==> src/rtl/pc_fetch_ctrl.sv <==
// Fetch-stage PC sequencer: owns the PC, resolves B/BR in ID against Z/V/N, freezes on HLT.
// Optional statistics counters are built when PC_STATS_EN is defined.
module pc_fetch_ctrl #(
  parameter logic [15:0] RESET_PC = 16'h0000
) (
  input  logic        clk,
  input  logic        rst,
  input  logic        stall,
  input  logic        br_valid,
  input  logic        br_reg,
  input  logic [2:0]  br_cond,
  input  logic [8:0]  br_imm,
  input  logic [15:0] br_rs_val,
  input  logic [15:0] id_pc_plus2,
  input  logic [2:0]  flags,
  input  logic        flags_ready,
  input  logic        hlt_dec,
  output logic [15:0] pc,
  output logic        pc_write,
  output logic        if_id_write,
  output logic        if_id_flush,
  output logic        br_taken,
  output logic        halted,
  output logic [15:0] br_cnt,
  output logic [15:0] taken_cnt,
  output logic [15:0] wait_cnt
);

  typedef enum logic [1:0] {RUN, FLAG_WAIT, HALT} state_t;

  state_t      state, state_nxt;
  logic [15:0] pc_nxt;

  // flags are {Z,V,N}
  function automatic logic cond_met(input logic [2:0] cond, input logic [2:0] f);
    logic z, v, n;
    z = f[2];
    v = f[1];
    n = f[0];
    case (cond)
      3'b000:  cond_met = !z;
      3'b001:  cond_met = z;
      3'b010:  cond_met = !z && !n;
      3'b011:  cond_met = n;
      3'b100:  cond_met = z || (!z && !n);
      3'b101:  cond_met = z || n;
      3'b110:  cond_met = v;
      default: cond_met = 1'b1;
    endcase
  endfunction

  function automatic logic [15:0] b_target(input logic [15:0] base, input logic [8:0] imm);
    logic signed [15:0] off;
    off      = {{6{imm[8]}}, imm, 1'b0};
    b_target = base + $unsigned(off);
  endfunction

  always_comb begin
    state_nxt   = state;
    pc_nxt      = pc + 16'd2;
    pc_write    = 1'b0;
    if_id_write = 1'b0;
    if_id_flush = 1'b0;
    br_taken    = 1'b0;
    case (state)
      RUN, FLAG_WAIT: begin
        if (stall) begin
          state_nxt = state;
        end else if (hlt_dec) begin
          state_nxt   = HALT;
          if_id_flush = 1'b1;
        end else if (br_valid && !flags_ready && br_cond != 3'b111) begin
          state_nxt = FLAG_WAIT;
        end else begin
          // Resolved branch or plain sequential fetch
          state_nxt   = RUN;
          pc_write    = 1'b1;
          if_id_write = 1'b1;
          if (br_valid && cond_met(br_cond, flags)) begin
            br_taken    = 1'b1;
            if_id_flush = 1'b1;
            pc_nxt      = br_reg ? br_rs_val : b_target(id_pc_plus2, br_imm);
          end
        end
      end
      HALT:    state_nxt = HALT;
      default: state_nxt = RUN;
    endcase
  end

  always_ff @(posedge clk) begin
    if (rst) begin
      state <= RUN;
      pc    <= RESET_PC;
    end else begin
      state <= state_nxt;
      if (pc_write) pc <= pc_nxt;
    end
  end

  assign halted = (state == HALT);

`ifdef PC_STATS_EN
  function automatic logic [15:0] sat_inc(input logic [15:0] v);
    sat_inc = (v == 16'hFFFF) ? v : v + 16'd1;
  endfunction

  always_ff @(posedge clk) begin
    if (rst) begin
      br_cnt    <= 16'h0000;
      taken_cnt <= 16'h0000;
      wait_cnt  <= 16'h0000;
    end else begin
      if (pc_write && br_valid) br_cnt <= sat_inc(br_cnt);
      if (br_taken) taken_cnt <= sat_inc(taken_cnt);
      if (state == FLAG_WAIT) wait_cnt <= sat_inc(wait_cnt);
    end
  end
`else
  assign br_cnt    = 16'h0000;
  assign taken_cnt = 16'h0000;
  assign wait_cnt  = 16'h0000;
`endif

endmodule

==> config.mk <==
export PLATFORM = sky130hd
export DESIGN_NAME = pc_fetch_ctrl
export DESIGN_NICKNAME = d
export VERILOG_FILES = /design/src/rtl/pc_fetch_ctrl.sv
export SDC_FILE = /design/constraint.sdc
export NUM_CORES = 1
export LEC_CHECK = 0
export CAP_MARGIN = 20
export CORE_AREA = 2 2 80 82
export DETAILED_ROUTE_END_ITERATION = 6
export DIE_AREA = 0 0 82 84
export GPL_TIMING_DRIVEN = 0
export HOLD_SLACK_MARGIN = 0.15
export PLACE_DENSITY = 0.76
export SLEW_MARGIN = 20
export SYNTH_ARGS = -nofsm -noshare
export SYNTH_HDL_FRONTEND = slang
export SYNTH_SLANG_ARGS = --single-unit
==> constraint.sdc <==
create_clock -name clk -period 2.7 [get_ports clk]
set_input_delay 0.27 -clock clk [delete_from_list [all_inputs] [get_ports clk]]
set_output_delay 0.27 -clock clk [all_outputs]
set_load 0.005 [all_outputs]
==> flow_summary.toml, run 1 <==
[timing]
fin_crit_sh = 0.9537
final.min_clock_period_ns = 2.575
clock-skew-final_ns = 0.003325
maxSlewViolCount = 0
grt_setup_unrepaired = "no"
max_slew.worst_pin.slew_ns = 0.5147
finalHoldViolations = 0
max-slew-margin-rel = 0.6569
max_freq_mhz = 388.4
final-setup-viol-count = 0

[outcome]
status = "completed"

[critical_path]
reg2reg_setup_slack_ns = 0.58
worstSetupPathType = "input port to output pin"
timing.critical_path.arrival_ns = 2.30
timing.rr.end = "pc[15]"
crit_path_max_fanout = 11
worst_setup_path_start_kind = "input port"
critical-path-max-stage-delay_ns = 0.48
cp_slowest_cell = "sky130_fd_sc_hd__clkdlybuf4s50_1"
critical_path.reg2reg.startpoint = "pc[1]"
worstRegToRegCells = 7
critical_path.cell_chain = "clkdlybuf4s50_1 -> nor2b_1 -> and2_1 -> or4_4 -> buf_8 -> inv_8 -> buf_8 -> buf_4 -> clkdlybuf4s50_1"
critical_path_required_ns = 2.43
crit_end_element = "output pin"
crit_start = "flags_ready"
worstSetupEndpoint = "pc_write"

[yosys]
sequential_cell_area_fraction_in_the_yosys_report = 0.1544
area_fraction_in_compound_gates_after_synthesis = 0.2740
synth_xor_area_frac = 0.02252
yosys_warnings = 0
ys_types = 61
predominant_post_synthesis_flop_cell = "sky130_fd_sc_hd__dfxtp_1"
dominant_combinational_cell_family_by_area_after_synthesis = "compound AO/OA/AOI/OAI gates"
synth_seq_cells = 18
synthMuxAreaShare = 0.02681
synth_adder_area_share = 0.08901
mappedNetlistArea_um2 = 2333
synthArstFlopShare = 0
syn-mean-instance-area_um2 = 7.338
cell_taking_the_most_area_after_synthesis = "sky130_fd_sc_hd__buf_4"
synth_edf_count = 0
synthCells = 318
synth_simple_gate_area_share = 0.2290
synth_area_leaders = "sky130_fd_sc_hd__buf_4 (16%), sky130_fd_sc_hd__dfxtp_1 (15%), sky130_fd_sc_hd__ha_1 (8.0%)"
fraction_of_synthesized_cell_area_taken_by_the_top_area_cell_type = 0.1576

[finish]
fillers = 583
nNetsFinal = 514
area_growth_synth_to_finish_pct = 47.94
layout_common_cells = "sky130_fd_sc_hd__clkdlybuf4s50_1 (68), sky130_fd_sc_hd__buf_4 (49), sky130_fd_sc_hd__conb_1 (48)"
antenna_cells = 0
mostFrequentLayoutCell = "sky130_fd_sc_hd__clkdlybuf4s50_1"
final_cells = 519
drive_gt1_frac = 0.1674

[route]
viasPerCell = 5.137
route.final.wire_length_mm = 6.708
drt-initial-drc-count = 205
dr_total_vias = 2666
remaining_drc_errors = 0
detail-route-antenna-nets = 0
detailedRoute.firstPassIterationCount = 4
wire_per_inst_um = 12.92

[placement]
numPortBuffers = 74
place_hpwl_mm = 5.473
dp_cells = 516
gpl.final_weighted_congestion = 0.8512

[grt]
grt_antenna_before_repair = 0
grt-ovfl-total = 0
grt_pass1_vias = 2299
grt_pass1_wl_mm = 10.72
grtUsageTotal = 0.1884
grt_start_max_net_pins = 12

[power_and_ir_drop]
power_mw = 0.9420
irDropWorstVdd_mv = 0.1253
power_per_cell_area_nw_per_um2 = 272.9
leakage_power_nw = 1.459

[clock_tree]
insertion_delay_to_the_later_sink_of_the_worst_skew_pair_ns = 0.25
postCtsHoldBufs = 0
cts_tree = "yes"
postCtsSetupRepairBufs = 0
path_clk_slew_ns = 0.07
cts.sink_count = 18
max-clock-path-buffers = 2
clock_tree.root_cell = "sky130_fd_sc_hd__clkbuf_8"
cts-htree-levels = 1
numCtsBuffers = 3

[die]
die_width_um = 82
num_rows = 29
die_h_um = 84
design.die.area_um2 = 6888
io_pins = 123
effective_utilization_at_floorplan = 0.3828
design.core.area_um2 = 6096

[job]
timing.max_cap.violations = 0

[min_path]
min_path_type = "flip-flop to flip-flop"
[cell type report]
cell class	count	area, µm²	area share
Multi-Input combinational cell	274	1712	0.4958
Timing Repair Buffer	74	740.7	0.2146
Buffer	61	446.7	0.1294
Sequential cell	18	360.3	0.1044
Tap cell	77	96.34	0.02791
Inverter	12	55.05	0.01595
Clock buffer	3	41.29	0.01196
[state kept, by name, indices dropped and copies added (netlist names)]
signal / count
pc: 16
state: 2
[worst max-delay path, delay by kind of cell]
| kind | cells | cell delay [ns] |
|---|---|---|
| buf+inv | 6 | 1.40 |
| simple gates | 3 | 0.62 |
[worst min-delay path by stage]
stage / startpoint / endpoint / depth (start not counted)
final: state[1] / state[0] / 1
after global routing: state[1] / state[0] / 1
after CTS: state[1] / state[0] / 1
after detailed placement: state[1] / state[0] / 1
after global placement: state[1] / state[0] / 1
after floorplan: hlt_dec / state[1] / 2
[timing repair]
action                                  CTS  global route
pin swaps                                 0             1
endpoints found under the setup margin    4             6
gates resized for setup                  12            10
[per-layer routing]
| layer | vias up | share of wire | track usage | routed length (µm) |
|---|---|---|---|---|
| li1 | 1346 | - | - | - |
| met1 | 1204 | 0.42 | 0.2615 | 2810 |
| met2 | 110 | 0.50 | 0.3208 | 3387 |
| met3 | 6 | 0.069 | 0.009740 | 461 |
| met4 | 0 | 0.0072 | 0.03333 | 48 |
| met5 | - | 0 | 0 | 0 |
[where the power goes]
| group | total, mW | switching (mW) | internal [mW] |
|---|---|---|---|
| logic | 0.460 | 0.216 | 0.244 |
| registers | 0.290 | 0.0135 | 0.276 |
| clock network | 0.192 | 0.0927 | 0.0992 |
[per-stage QoR]
stage | setup slack (ns) | setup TNS, ns | instance area, µm² | hold WS (ns) | utilization
floorplan | 0.6888 | 0 | 2510 | 0.4107 | -
global placement | -0.2935 | -1.007 | 3347 | 0.4480 | 0.5491
detailed placement | -0.3104 | -1.123 | 3347 | 0.4609 | 0.5491
CTS | 0.00006550 | 0 | 3413 | 0.4711 | 0.5599
global route | 0.02529 | 0 | 3452 | 0.5066 | 0.5663
finish | 0.1251 | 0 | 3452 | 0.4770 | 0.5663
[logic make-up after synthesis]
group	Yosys count
and+or+nand+nor	100
AOI/OAI and AO/OA	98
buffers and inverters	73
DFF	18
adders and majority gates	16
xor gates and xnor gates	6
muxes	6
other	1
[synthesized netlist by cell type (2+ instances only)]
cell type,instances
sky130_fd_sc_hd__nand4_1,5
sky130_fd_sc_hd__a31oi_1,7
sky130_fd_sc_hd__nor4b_1,4
sky130_fd_sc_hd__mux2i_1,4
sky130_fd_sc_hd__o21a_1,4
sky130_fd_sc_hd__clkbuf_1,5
sky130_fd_sc_hd__a211o_1,2
sky130_fd_sc_hd__and3_1,2
sky130_fd_sc_hd__xnor2_1,2
sky130_fd_sc_hd__dfxtp_1,18
sky130_fd_sc_hd__nand2_1,17
sky130_fd_sc_hd__and2_1,3
sky130_fd_sc_hd__buf_2,4
sky130_fd_sc_hd__or3_1,3
sky130_fd_sc_hd__or2_2,2
sky130_fd_sc_hd__o31ai_1,2
sky130_fd_sc_hd__o311ai_0,2
sky130_fd_sc_hd__nand3_1,19
sky130_fd_sc_hd__a21oi_1,24
sky130_fd_sc_hd__xor2_1,4
sky130_fd_sc_hd__inv_1,10
sky130_fd_sc_hd__or4_1,2
sky130_fd_sc_hd__a22oi_1,2
sky130_fd_sc_hd__o22ai_1,4
sky130_fd_sc_hd__nor3_1,7
sky130_fd_sc_hd__ha_1,15
sky130_fd_sc_hd__buf_4,49
sky130_fd_sc_hd__nor4_1,6
sky130_fd_sc_hd__o2111ai_1,4
sky130_fd_sc_hd__o211ai_1,6
sky130_fd_sc_hd__nor2b_1,4
sky130_fd_sc_hd__a211oi_1,7
sky130_fd_sc_hd__mux2_2,2
sky130_fd_sc_hd__nor2_1,20
sky130_fd_sc_hd__o21ai_0,21
Note: power is estimated with default switching activity, not from simulation.
==> inputs of run 2 (changes only) <==
- SLEW_MARGIN: 20 -> default
==> results of run 2 <==
Final layout, timing and power as in run 1 (identical DEF).
